--- config.mk ---
export PLATFORM = sky130hd
export DESIGN_NAME = lpddr_apb_arb
export DESIGN_NICKNAME = d
export VERILOG_FILES = /design/src/rtl/lpddr_pkg.sv /design/src/rtl/lpddr_rr_arbiter.sv /design/src/rtl/lpddr_apb_arb.sv
export SDC_FILE = /design/constraint.sdc
export NUM_CORES = 1
export LEC_CHECK = 0
export ABC_AREA = 1
export BUFFER_PORTS_ARGS = -buffer_cell sky130_fd_sc_hd__clkbuf_2
export CAP_MARGIN = 5
export CORE_MARGIN = 8
export CORE_UTILIZATION = 41
export CTS_CLUSTER_DIAMETER = 50
export DETAILED_ROUTE_END_ITERATION = 8
export PLACE_DENSITY = 0.73
export SYNTH_ARGS = -nofsm -noshare
export SYNTH_HDL_FRONTEND = slang
export SYNTH_HIERARCHICAL = 1
export SYNTH_SLANG_ARGS = --single-unit
--- constraint.sdc ---
create_clock -name pclk -period 1.3 [get_ports pclk]
set_input_delay 0.39 -clock pclk [delete_from_list [all_inputs] [get_ports pclk]]
set_output_delay 0.39 -clock pclk [all_outputs]
set_load 0.05 [all_outputs]
--- src/rtl/lpddr_pkg.sv ---
// rtl/lpddr_pkg.sv - shared types for the LPDDR APB register-port arbiter
// Purpose: FSM state encoding and size limits used by lpddr_apb_arb and its sub-modules.
// Ports: none (package).
package lpddr_pkg;

    typedef enum logic [1:0] {
        IDLE   = 2'd0,
        SETUP  = 2'd1,
        ACCESS = 2'd2
    } apb_arb_state_e;

    localparam int ARB_N_REQ_MAX = 8;

endpackage

--- src/rtl/lpddr_rr_arbiter.sv ---
// rtl/lpddr_rr_arbiter.sv - combinational round-robin pick
// Purpose: selects the first requester at or after i_ptr (wrapping modulo N_REQ).
// Ports:
//   i_req   in  N_REQ   request vector
//   i_ptr   in  IDX_W   highest-priority index
//   o_grant out N_REQ   one-hot grant (zero when no request)
//   o_idx   out IDX_W   binary index of the grant
//   o_any   out 1       at least one request present
module lpddr_rr_arbiter #(
    parameter int N_REQ = 2,
    parameter int IDX_W = (N_REQ > 1) ? $clog2(N_REQ) : 1
) (
    input  logic [N_REQ-1:0] i_req,
    input  logic [IDX_W-1:0] i_ptr,
    output logic [N_REQ-1:0] o_grant,
    output logic [IDX_W-1:0] o_idx,
    output logic             o_any
);

    logic [2*N_REQ-1:0] w_req2;
    logic [N_REQ-1:0]   w_rot;
    logic [IDX_W:0]     w_sum;

    // Doubling the vector lets a plain part-select perform the rotation.
    assign w_req2 = {i_req, i_req};
    assign w_rot  = w_req2[i_ptr +: N_REQ];
    assign o_any  = |i_req;

    always_comb begin
        w_sum   = '0;
        o_grant = '0;
        // Scan from the top so the lowest rotated position wins.
        for (int k = N_REQ - 1; k >= 0; k--) begin
            if (w_rot[k]) begin
                w_sum = {1'b0, i_ptr} + (IDX_W+1)'(k);
            end
        end
        if (w_sum >= (IDX_W+1)'(N_REQ)) begin
            w_sum = w_sum - (IDX_W+1)'(N_REQ);
        end
        o_idx          = w_sum[IDX_W-1:0];
        o_grant[o_idx] = o_any;
    end

endmodule

--- src/rtl/lpddr_apb_arb.sv ---
// rtl/lpddr_apb_arb.sv - round-robin arbiter sharing one APB master port among N_REQ requesters
// Purpose: accepts one command per requester (valid/ready), runs a SETUP/ACCESS APB transfer,
//   and returns a one-hot completion pulse with shared read data.
// Optional feature macro: LPDDR_APB_ARB_TIMEOUT_EN (ACCESS aborts after TIMEOUT_CYC cycles without pready).
// Ports:
//   pclk, preset                  clock, synchronous active-high reset
//   req_valid/req_write           per-requester command valid and direction (1=write)
//   req_addr/req_wdata            packed per-requester address / write data
//   req_ready                     one-hot accept pulse
//   rsp_valid/rsp_rdata/rsp_err   one-hot completion, last read data, timeout flag
//   paddr/pwdata/pwrite/psel/penable, pready/prdata   APB master interface
`ifndef APB_ADDR_WIDTH
`define APB_ADDR_WIDTH 32
`endif
`ifndef APB_DATA_WIDTH
`define APB_DATA_WIDTH 32
`endif
module lpddr_apb_arb
    import lpddr_pkg::*;
#(
    parameter int N_REQ  = 2,
    parameter int ADDR_W = `APB_ADDR_WIDTH,
    parameter int DATA_W = `APB_DATA_WIDTH
`ifdef LPDDR_APB_ARB_TIMEOUT_EN
    , parameter int TIMEOUT_CYC = 16
`endif
) (
    input  logic                     pclk,
    input  logic                     preset,
    input  logic [N_REQ-1:0]         req_valid,
    input  logic [N_REQ-1:0]         req_write,
    input  logic [N_REQ*ADDR_W-1:0]  req_addr,
    input  logic [N_REQ*DATA_W-1:0]  req_wdata,
    output logic [N_REQ-1:0]         req_ready,
    output logic [N_REQ-1:0]         rsp_valid,
    output logic [DATA_W-1:0]        rsp_rdata,
    output logic                     rsp_err,
    output logic [ADDR_W-1:0]        paddr,
    output logic [DATA_W-1:0]        pwdata,
    output logic                     pwrite,
    output logic                     psel,
    output logic                     penable,
    input  logic                     pready,
    input  logic [DATA_W-1:0]        prdata
);

    localparam int IDX_W = (N_REQ > 1) ? $clog2(N_REQ) : 1;

    apb_arb_state_e    r_state, w_state_nxt;
    logic [IDX_W-1:0]  r_ptr, w_idx;
    logic [N_REQ-1:0]  w_grant, r_gnt, r_rsp_valid;
    logic              w_any, w_accept, w_done, w_abort;
    logic [ADDR_W-1:0] r_addr;
    logic [DATA_W-1:0] r_wdata, r_rdata;
    logic              r_write;

    lpddr_rr_arbiter #(.N_REQ(N_REQ), .IDX_W(IDX_W)) u_rr (
        .i_req   (req_valid),
        .i_ptr   (r_ptr),
        .o_grant (w_grant),
        .o_idx   (w_idx),
        .o_any   (w_any)
    );

    assign w_accept = (r_state == IDLE) && w_any;
    assign w_done   = (r_state == ACCESS) && pready;

`ifdef LPDDR_APB_ARB_TIMEOUT_EN
    localparam int CNT_W = $clog2(TIMEOUT_CYC + 1);
    logic [CNT_W-1:0] r_cnt;
    logic             r_err;

    // r_cnt holds the number of ACCESS cycles already spent, so the abort
    // fires at the end of the TIMEOUT_CYC-th one.
    assign w_abort = (r_state == ACCESS) && !pready && (r_cnt == CNT_W'(TIMEOUT_CYC - 1));
    assign rsp_err = r_err;

    always_ff @(posedge pclk) begin
        if (preset) begin
            r_cnt <= '0;
            r_err <= 1'b0;
        end else begin
            r_cnt <= (r_state == ACCESS) ? r_cnt + CNT_W'(1) : '0;
            r_err <= w_abort;
        end
    end
`else
    assign w_abort = 1'b0;
    assign rsp_err = 1'b0;
`endif

    always_comb begin
        w_state_nxt = r_state;
        req_ready   = '0;
        psel        = 1'b0;
        penable     = 1'b0;
        case (r_state)
            IDLE: begin
                if (w_any) begin
                    req_ready   = w_grant;
                    w_state_nxt = SETUP;
                end
            end
            SETUP: begin
                psel        = 1'b1;
                w_state_nxt = ACCESS;
            end
            ACCESS: begin
                psel    = 1'b1;
                penable = 1'b1;
                if (pready || w_abort) begin
                    w_state_nxt = IDLE;
                end
            end
            default: w_state_nxt = IDLE;
        endcase
    end

    always_ff @(posedge pclk) begin
        if (preset) begin
            r_state     <= IDLE;
            r_ptr       <= '0;
            r_gnt       <= '0;
            r_addr      <= '0;
            r_wdata     <= '0;
            r_write     <= 1'b0;
            r_rsp_valid <= '0;
            r_rdata     <= '0;
        end else begin
            r_state     <= w_state_nxt;
            r_rsp_valid <= '0;
            if (w_accept) begin
                r_gnt   <= w_grant;
                r_addr  <= req_addr[w_idx*ADDR_W +: ADDR_W];
                r_wdata <= req_wdata[w_idx*DATA_W +: DATA_W];
                r_write <= req_write[w_idx];
                r_ptr   <= (w_idx == IDX_W'(N_REQ - 1)) ? '0 : w_idx + IDX_W'(1);
            end
            if (w_done) begin
                r_rsp_valid <= r_gnt;
                if (!r_write) begin
                    r_rdata <= prdata;
                end
            end else if (w_abort) begin
                r_rsp_valid <= r_gnt;
            end
        end
    end

    assign rsp_valid = r_rsp_valid;
    assign rsp_rdata = r_rdata;
    assign paddr     = r_addr;
    assign pwdata    = r_wdata;
    assign pwrite    = r_write;

endmodule

Word level (Yosys, flattened, before mapping)
Index checks and enable logic that the tools add are counted.
{"block": "op_classes", "magnitude_cmp": 3, "div_mod_pow": 0, "eq_ne": 4, "n_mux": 15, "n_reduce_logical": 9, "n_addsub": 3, "shift": 3, "mul": 0, "bitwise_logic": 3}
{"op": "64-bit by 7-bit variable part select with 32-bit output", "count": 2}
{"op": "2-bit two-way mux", "count": 6}
{"op": "1-bit two-way mux", "count": 7}
{"op": "2-bit one-hot mux with 3 select lines", "count": 1}
{"op": "2-bit OR reduction", "count": 3}
{"op": "2-bit != test, second input constant", "count": 2}
{"op": "2-bit AND reduction", "count": 2}
{"op": "4-bit by 2-bit variable part select with 2-bit output", "count": 1}
{"op": "1-bit logical AND", "count": 3}
{"op": "1-bit by 1-bit adder with 2-bit output, second input constant", "count": 1}
{"op": "2-bit AND", "count": 1}
{"op": "2-bit by 1-bit equality test with 1-bit output, second input constant", "count": 1}
{"op": "2-bit equality test, second input constant", "count": 1}
{"op": "2-bit >= comparator, second input constant", "count": 1}
{"op": "2-bit zero test", "count": 1}
{"op": "1-bit by 2-bit < comparator with 1-bit output, second input constant", "count": 1}
{"op": "1-bit NOT", "count": 2}
{"op": "1-bit adder, second input constant", "count": 1}
{"op": "1-bit demux with 1-bit select", "count": 1}
{"op": "1-bit >= comparator, second input constant", "count": 1}
{"op": "1-bit subtractor, second input constant", "count": 1}
{"block": "totals", "out_inout_bits": 104, "n_memories": 0, "ram_bits": 0, "in_bits": 167, "elab_cells": 48, "reg_bits": 104, "latch_bits": 0, "rom_bits": 0}

Longest topological paths before layout
Gate-level depths: netlist of run 1.
{"block": "logic_depth", "ltp_word": 12, "mapped_depth": 9, "depth_no_buf": 7}

Cells and area by module
Netlist of run 1, hierarchy kept.
{"module": "lpddr_apb_arb", "cells_per_inst": 807, "area_each_um2": 5069.9, "seq_area_each_um2": 2082.0, "instances": 1}
{"module": "lpddr_rr_arbiter", "cells_per_inst": 7, "area_each_um2": 30.0, "seq_area_each_um2": 0.0, "instances": 1}

Worst setup path after synthesis of run 1
No wires, ideal clock.
{"block": "synth_path", "path_type": "input to output", "start": "input req_valid[1]", "end": "output req_ready[1]", "n_path_buf": 0, "required_ns": 0.910, "t_arrival_ns": 1.277, "path_stages": 4, "slack_ns": -0.367, "cell_sequence": "inv_1 -> a21oi_1 -> nand2_1 -> nor2_1"}
{"block": "synth_between", "elab_chain_len": 12, "word_cells_on_any_way": 15, "cone_classes": "1 x add/sub; 3 x order compare; 1 x shift; 7 x mux; 1 x bitwise; 2 x reduce/logical"}
{"item": "from (decl)", "line": "lpddr_apb_arb.sv:30", "source": "input logic [N_REQ-1:0] req_valid,"}
{"item": "4-bit by 2-bit variable part select with 2-bit output", "line": "lpddr_rr_arbiter.sv:26", "source": "assign w_rot = w_req2[i_ptr +: N_REQ];"}
{"item": "2-bit two-way mux (2 in series)", "line": "lpddr_rr_arbiter.sv:34", "source": "if (w_rot[k]) begin"}
{"item": "2-bit >= comparator / 1-bit subtractor (equally long branches)", "line": "lpddr_rr_arbiter.sv:38, lpddr_rr_arbiter.sv:39"}
{"item": "1-bit two-way mux", "line": "lpddr_rr_arbiter.sv:38", "source": "if (w_sum >= (IDX_W+1)'(N_REQ)) begin"}
{"item": "1-bit by 2-bit < comparator with 1-bit output (not written as such) / 1-bit >= comparator (equally long branches)", "line": "lpddr_rr_arbiter.sv:42", "source": "o_grant[o_idx] = o_any;"}
{"item": "1-bit logical AND (not written as such)", "line": "lpddr_rr_arbiter.sv:42"}
{"item": "1-bit two-way mux (not written as such)", "line": "lpddr_rr_arbiter.sv:42"}
{"item": "1-bit demux with 1-bit select"}
{"item": "2-bit AND (no line) (*)"}
{"item": "net w_grant[1]", "line": "lpddr_apb_arb.sv:51", "source": "logic [N_REQ-1:0] w_grant, r_gnt, r_rsp_valid;"}
{"item": "2-bit two-way mux (*)", "line": "lpddr_apb_arb.sv:99", "source": "if (w_any) begin"}
{"item": "2-bit two-way mux (*)", "line": "lpddr_apb_arb.sv:97", "source": "case (r_state)"}
{"item": "to (decl)", "line": "lpddr_apb_arb.sv:34", "source": "output logic [N_REQ-1:0] req_ready,"}
The timed path passes the listed nets; every way through them passes the cells marked *.

Worst setup path in the final report of run 1
{"block": "layout_path", "start": "register r_state[1]", "end": "output psel"}
{"block": "layout_between", "elab_chain_len": 3, "word_cells_on_any_way": 4, "cone_classes": "2 x eq/ne; 1 x mux; 1 x reduce/logical"}
{"item": "from (decl)", "line": "lpddr_apb_arb.sv:49", "source": "apb_arb_state_e r_state, w_state_nxt;"}
{"item": "from (signal assigned)", "line": "lpddr_apb_arb.sv:130", "source": "r_state <= w_state_nxt;"}
{"item": "2-bit equality test / 2-bit by 1-bit equality test with 1-bit output (equally long branches)", "line": "lpddr_apb_arb.sv:97"}
{"item": "2-bit OR reduction (no line) (*)"}
{"item": "1-bit two-way mux (*)", "line": "lpddr_apb_arb.sv:97"}
{"item": "to (decl)", "line": "lpddr_apb_arb.sv:41", "source": "output logic psel,"}
Every way passes the cells marked *; elsewhere a longest branch is shown, timed or not.

==> run summary, run 1 <==
Status -> finished, violations left
Violated checks -> setup timing
Routed wire length -> 28100 um
R2r setup slk -> -0.29 ns
Synth top area share -> 40.8%
Via Count -> 6761
Vias in the first global route -> 6196
Post-synth design cell area -> 5100 sq um
Largest net degree at the start of global routing -> 54
Min-Delay Path Class -> primary input to flip-flop
Max-cap violations -> 0
FF-to-FF End -> paddr[26]
Clk pin slew, worst setup/hold paths -> 0.07 ns
Die area -> 16300 sq um
P per Cell Area -> 1530 nW/um^2
Hold Path Sink -> rsp_rdata[10]
Synth top area cells -> dfxtp_1, nand2_1, inv_1
Hold Buf Count CTS -> 0
Netlist cell types -> 20
Layout net count -> 1291
First drt pass iteration count -> 5
Share of cells above drive strength 1 -> 61.6%
Slew Limit Fails -> 0
Data required, critical path -> 0.91 ns
Commonest cells after routing, fill and taps aside -> clkbuf_2, inv_1, nand2_1, nand2_4, nand2_2
Wirelength per Cell -> 21.8 um
Site Rows -> 40
Die X -> 128 um
DR iter-0 viols -> 525
Worst Clk Skew -> 0.00788 ns
Final worst slack -> -0.350 ns
GR Overflow Total -> 0
CTS tree -> built
Hold Path Cell Cnt -> 3
Synth-to-Final Area Change -> 107%
Pre-CTS setup slack -> -0.256 ns
Final hold viol count -> 0
CTS Buf Count -> 9
Area leader, netlist -> dfxtp_1
Period utilization -> 127%
Setup CP Type -> flip-flop to primary output
Unrepaired setup endpoints after global routing -> true
Sink Count -> 104
Worst r2r src -> r_state[0]
Synth Net Count -> 985
Gpl congestion -> 0.791
# diodes -> 0
Max Fanout on Critical Path -> 3
Chip height -> 128 um
Seq cells post-synth -> 104
I/O Buffers -> 269
Total GRT Usage -> 24.3%
Syn Inst Count -> 814
Starting Density -> 42.3%
CP endpoint kind -> primary output
P_leak -> 5.53 nW
Setup TNS -> -18.60 ns
Hold Path Origin -> prdata[10]
Final HPWL DP -> 12500 um
ANT nets after route -> 0
Commonest non-fill, non-tap cell in the layout -> clkbuf_2
Worst setup SP type -> flip-flop
Seq/Total Area, Yosys -> 40.8%
Tmin final -> 1.65 ns
Antenna violations before repair -> 0
R2R depth -> 8
Maximum vdd drop -> 0.945 mV
Syn Area/Cell -> 6.27 sq um
Num ports -> 271
First-pass GRT wire length -> 31300 um
Clk_lat worst skew -> 0.35 ns
Synth warnings -> 6
DRC -> 0
Core footprint -> 12100 sq um
Fmax -> 606 MHz
H-tree depth -> 3
Clk buf depth -> 2
Worst EP arrival -> 1.26 ns
CTS root buffer -> clkbuf_16
Via/cell ratio -> 5.23
# setup viols final -> 108
==> synth_stat cells, drive strengths merged <==
cell type and instances:
ha 4, nor3b 2, nand2 272, nor2 70, inv 173, clkbuf 11
o21ai 1, a21oi 72, conb 1, buf 35, clkinv 1, nand3 68
dfxtp 104
==> metal layers <==
| metal | share of wire (%) | track usage (%) | up-vias |
|---|---|---|---|
| li1 | - | - | 3008 |
| met1 | 34 | 25.3 | 3170 |
| met2 | 51 | 44.7 | 455 |
| met3 | 9.6 | 8.32 | 128 |
| met4 | 5.3 | 8.12 | 0 |
| met5 | 0 | 0 | - |
==> worst max path at each step <==
stage,start,end
2_1_floorplan,req_valid[1],req_ready[1]
3_3_place_gp,req_valid[1],paddr[31]
3_5_place_dp,req_valid[1],paddr[17]
4_1_cts,r_state[1],psel
5_1_grt,r_state[1],psel
6_report,r_state[1],psel
==> final cells by class <==
type	instances	area, sq um
Timing Repair Buffer	339	3630
Tap cell	168	210
Inverter	174	692
Clock buffer	13	270
Clock inverter	2	37.5
Multi-Input combinational cell	491	3550
Sequential cell	104	2140
Fill cell	503	1510
Timing Repair inverter	1	11.3
==> worst max-delay path: stages (launching register included) <==
cell	delay, ns
dfxtp_2	0.36
inv_4	0.06
ha_2	0.35
buf_12	0.14
==> stage by stage <==
step / power (mW) / cell area (sq um) / instances / hold slack [ns] / util (%)
2_1_floorplan: 8.06 / 5150 / 814 / 0.439 / -
3_3_place_gp: 9.66 / 6880 / 1236 / 0.454 / 57.1
3_5_place_dp: 9.74 / 6880 / 1236 / 0.457 / 57.1
4_1_cts: 14.2 / 8950 / 1278 / 0.254 / 74.2
5_1_grt: 16.7 / 10600 / 1292 / 0.258 / 87.5
6_report: 16.1 / 10600 / 1292 / 0.259 / 87.5
==> where the power goes <==
group	internal, mW	total, mW	leakage (nW)	switching [mW]
Combinational	3.66	8.88	4.51	5.23
Sequential	3.83	4.37	0.872	0.542
Clock	1.65	2.89	0.148	1.25
Total	9.13	16.1	5.53	7.02
==> logic make-up after synthesis <==
| family | count (synthesis) | synth area share (%) |
|---|---|---|
| AOI/OAI and AO/OA | 73 | 7.90 |
| adders and majority gates | 4 | 0.981 |
| buffers and inverters | 220 | 17.9 |
| DFF | 104 | 40.8 |
| other | 1 | 0.0735 |
| and+or+nand+nor | 412 | 32.3 |
==> flip-flops by register name, indices dropped and copies added, names as in the netlist <==
register   flops
paddr         32
pwdata        32
rsp_rdata     32
r_gnt          2
r_state        2
rsp_valid      2
pwrite         1
r_ptr          1
==> what timing repair did <==
action,CTS,global route
pin swaps,49,79
hold endpoints to repair,0,0
endpoints found under the setup margin,195,172
cloned,15,16
resized for setup,317,433
setup buffers,12,9
No activity file was read; power rests on OpenSTA's default activity.
==> run 2, diff against run 1 <==
CORE_MARGIN = unset   (was 8)
==> run 2 against run 1 <==
  * The flow still finishes with violations (setup timing)
  * Fmax down 1.1%
  * Critical path depth up 9
  * Clock-buffer cell count unchanged
  * Clock skew down 0.0030 ns
  * Cell count up 0.62%
  * Cell area down 3.1%
  * Setup slack worse by 0.018 ns
  * Largest cell class unchanged
==> run summary, run 2 (same netlist as run 1, synthesis figures left out) <==
CP cell instances -> inv_2, buf_4, a21oi_4, buf_12, buf_12, inv_16, buf_12, buf_16, nand2_4, nand3_2, nand2_1, inv_1
Min-Delay Path Class -> primary input to flip-flop
Final hold viol count -> 0 (unchanged)
GR Overflow Total -> 0 (unchanged)
Slew Limit Fails -> 0 (unchanged)
Pre-CTS setup slack -> -0.219 ns (+0.0368 ns)
Worst Clk Skew -> 0.00486 ns (-0.00302 ns)
Via Count -> 6758 (-0.044%)
Gpl congestion -> 0.834 (+5.5%)
# setup viols final -> 106 (-1.9%)
Max-cap violations -> 0 (unchanged)
Final HPWL DP -> 10900 um (-13%)
CP endpoint kind -> flip-flop
Worst EP arrival -> 1.91 ns (+0.65 ns)
Hold WS -> 0.260 ns (+0.000498 ns)
Clk buf depth -> 2 (unchanged)
CTS root buffer -> clkbuf_16
H-tree depth -> 3 (unchanged)
DRC -> 0 (unchanged)
# diodes -> 0 (unchanged)
Met3 Use GR -> 8.02% (-0.30 points)
Setup CP Type -> flip-flop to flip-flop
Met1 Usage GRT -> 32.0% (+6.6 points)
Synth-to-Final Area Change -> 101%
Sink Count -> 104 (unchanged)
Worst setup SP type -> flip-flop
First drt pass iteration count -> 7 (+2)
Chip height -> 114 um (-11%)
Vias in the first global route -> 6294 (+1.6%)
Hold Path Origin -> prdata[9]
Max Fanout on Critical Path -> 7 (+4)
P_leak -> 5.40 nW (-2.3%)
Unrepaired setup endpoints after global routing -> true
CP Depth -> 12 (+9)
Core footprint -> 12100 sq um (unchanged)
Worst r2r src -> r_ptr
CTS Buf Count -> 9 (unchanged)
Highest cell delay on the worst timing path -> 0.36 ns (about the same)
Most Crowded Layer GR -> met2
Routed wire length -> 25000 um (-11%)
Share of cells above drive strength 1 -> 58.5% (-3.1 points)
Commonest cells after routing, fill and taps aside -> clkbuf_2, inv_1, nand2_1, nand2_4, buf_8
Hold Path Cell Cnt -> 3 (unchanged)
Max stage delay cell, worst path -> dfxtp_2
Violated checks -> setup timing
Antenna violations before repair -> 0 (unchanged)
Wirelength per Cell -> 19.2 um (-12%)
Worst setup path start -> r_ptr
I/O Buffers -> 269 (unchanged)
Period utilization -> 128% (+1.4 points)
Largest net degree at the start of global routing -> 48 (-11%)
Status -> finished, violations left
M2 GR Usage -> 58.7% (+14 points)
Buffers & Inverters on Critical Path -> 8 (+6)
R2R depth -> 12 (+4)
Final worst slack -> -0.368 ns (-0.0184 ns)
Via/cell ratio -> 5.20 (-0.66%)
Clk pin slew, worst setup/hold paths -> 0.07 ns (about the same)
Tot Pwr -> 15.9 mW (-1.8%)
Site Rows -> 40 (unchanged)
Setup TNS -> -20.82 ns (-2.22 ns)
Fin cells -> 1300 (+0.62%)
CTS tree -> built
Top cell by count, worst path -> buf_12
Clk_lat worst skew -> 0.35 ns (about the same)
Cell family with most CP delay -> buffers and inverters
Tmin final -> 1.67 ns (+0.0184 ns)
Maximum vdd drop -> 1.07 mV (+13%)
Hold Buf Count CTS -> 0 (unchanged)
Num ports -> 271 (unchanged)
Die X -> 114 um (-11%)
P per Cell Area -> 1550 nW/um^2 (+1.3%)
Starting Density -> 42.3% (unchanged)
Layout net count -> 1298 (+0.54%)
Commonest non-fill, non-tap cell in the layout -> clkbuf_2
Data required, critical path -> 1.54 ns (+0.63 ns)
ANT nets after route -> 0 (unchanged)
Die area -> 12900 sq um (-21%)
Fmax -> 600 MHz (-1.1%)
Total GRT Usage -> 31.8% (+7.5 points)
Placed Instances -> 1245 (+0.73%)
DR iter-0 viols -> 494 (-5.9%)
First-pass GRT wire length -> 31500 um (+0.51%)
==> run 2: cell types whose count changed in the layout (fill, tap and decap cells not counted), sizes merged <==
cell / change
buf: +27
clkbuf: -21
bufbuf: +2
clkinv: +1
clkinvlp: -1
inv: +1
nand3: -1
==> run 2: stage by stage <==
stage | instance area (sq um) | util (%)
final | 10200 | 84.8
after global routing | 10200 | 84.8
after floorplan | 5150 | -
after global placement | 6940 | 57.5
after detailed placement | 6940 | 57.5
after CTS | 9390 | 77.8
==> run 2: cell type report <==
| cell class | instances | area (sq um) |
|---|---|---|
| tap | 168 | 210 |
| clock inverter | 3 | 40.0 |
| timing repair inverter | 1 | 16.3 |
| inverter | 174 | 682 |
| sequential | 104 | 2140 |
| clock buffer | 13 | 260 |
| multi-input combinational | 490 | 3250 |
| timing repair buffer | 347 | 3620 |
| fill | 569 | 1840 |
==> run 2: path summary, 6_finish.rpt <==
kind / endpoint / slack (ns)
worst max-delay path: paddr[11] / -0.37
worst min register to register: r_gnt[1] / 0.47
worst max register to register: paddr[11] / -0.37
worst min-delay path: rsp_rdata[9] / 0.26
==> run 2: timing repair <==
action | 4_1_cts | 5_1_grt
setup buffers | 23 | 4
gates resized for setup | 354 | 346
pin swaps | 75 | 64
setup endpoints to repair | 175 | 182
cloned | 21 | 2
==> run 2: worst register-to-register path: stages, from the launching register on <==
cell and delay, ns:
dfxtp_2 0.36, inv_2 0.05, buf_4 0.13, a21oi_4 0.14
buf_12 0.13, buf_12 0.11, inv_16 0.05, buf_12 0.13
buf_16 0.15, nand2_4 0.05, nand3_2 0.08, nand2_1 0.11
inv_1 0.06
==> run 2: metal layers <==
metal  part of all wire [%]  vias to the layer above
li1                       -                     3029
met1                     33                     3105
met2                     50                      459
met3                    9.8                      165
met4                    7.6                        0
met5                      0                        -
==> run 2: power by group <==
part | internal, mW | total (mW) | leakage (nW) | switching [mW]
registers | 3.83 | 4.35 | 0.873 | 0.522
clock network | 1.60 | 2.87 | 0.150 | 1.27
logic | 3.62 | 8.64 | 4.38 | 5.02
total | 9.05 | 15.9 | 5.40 | 6.81
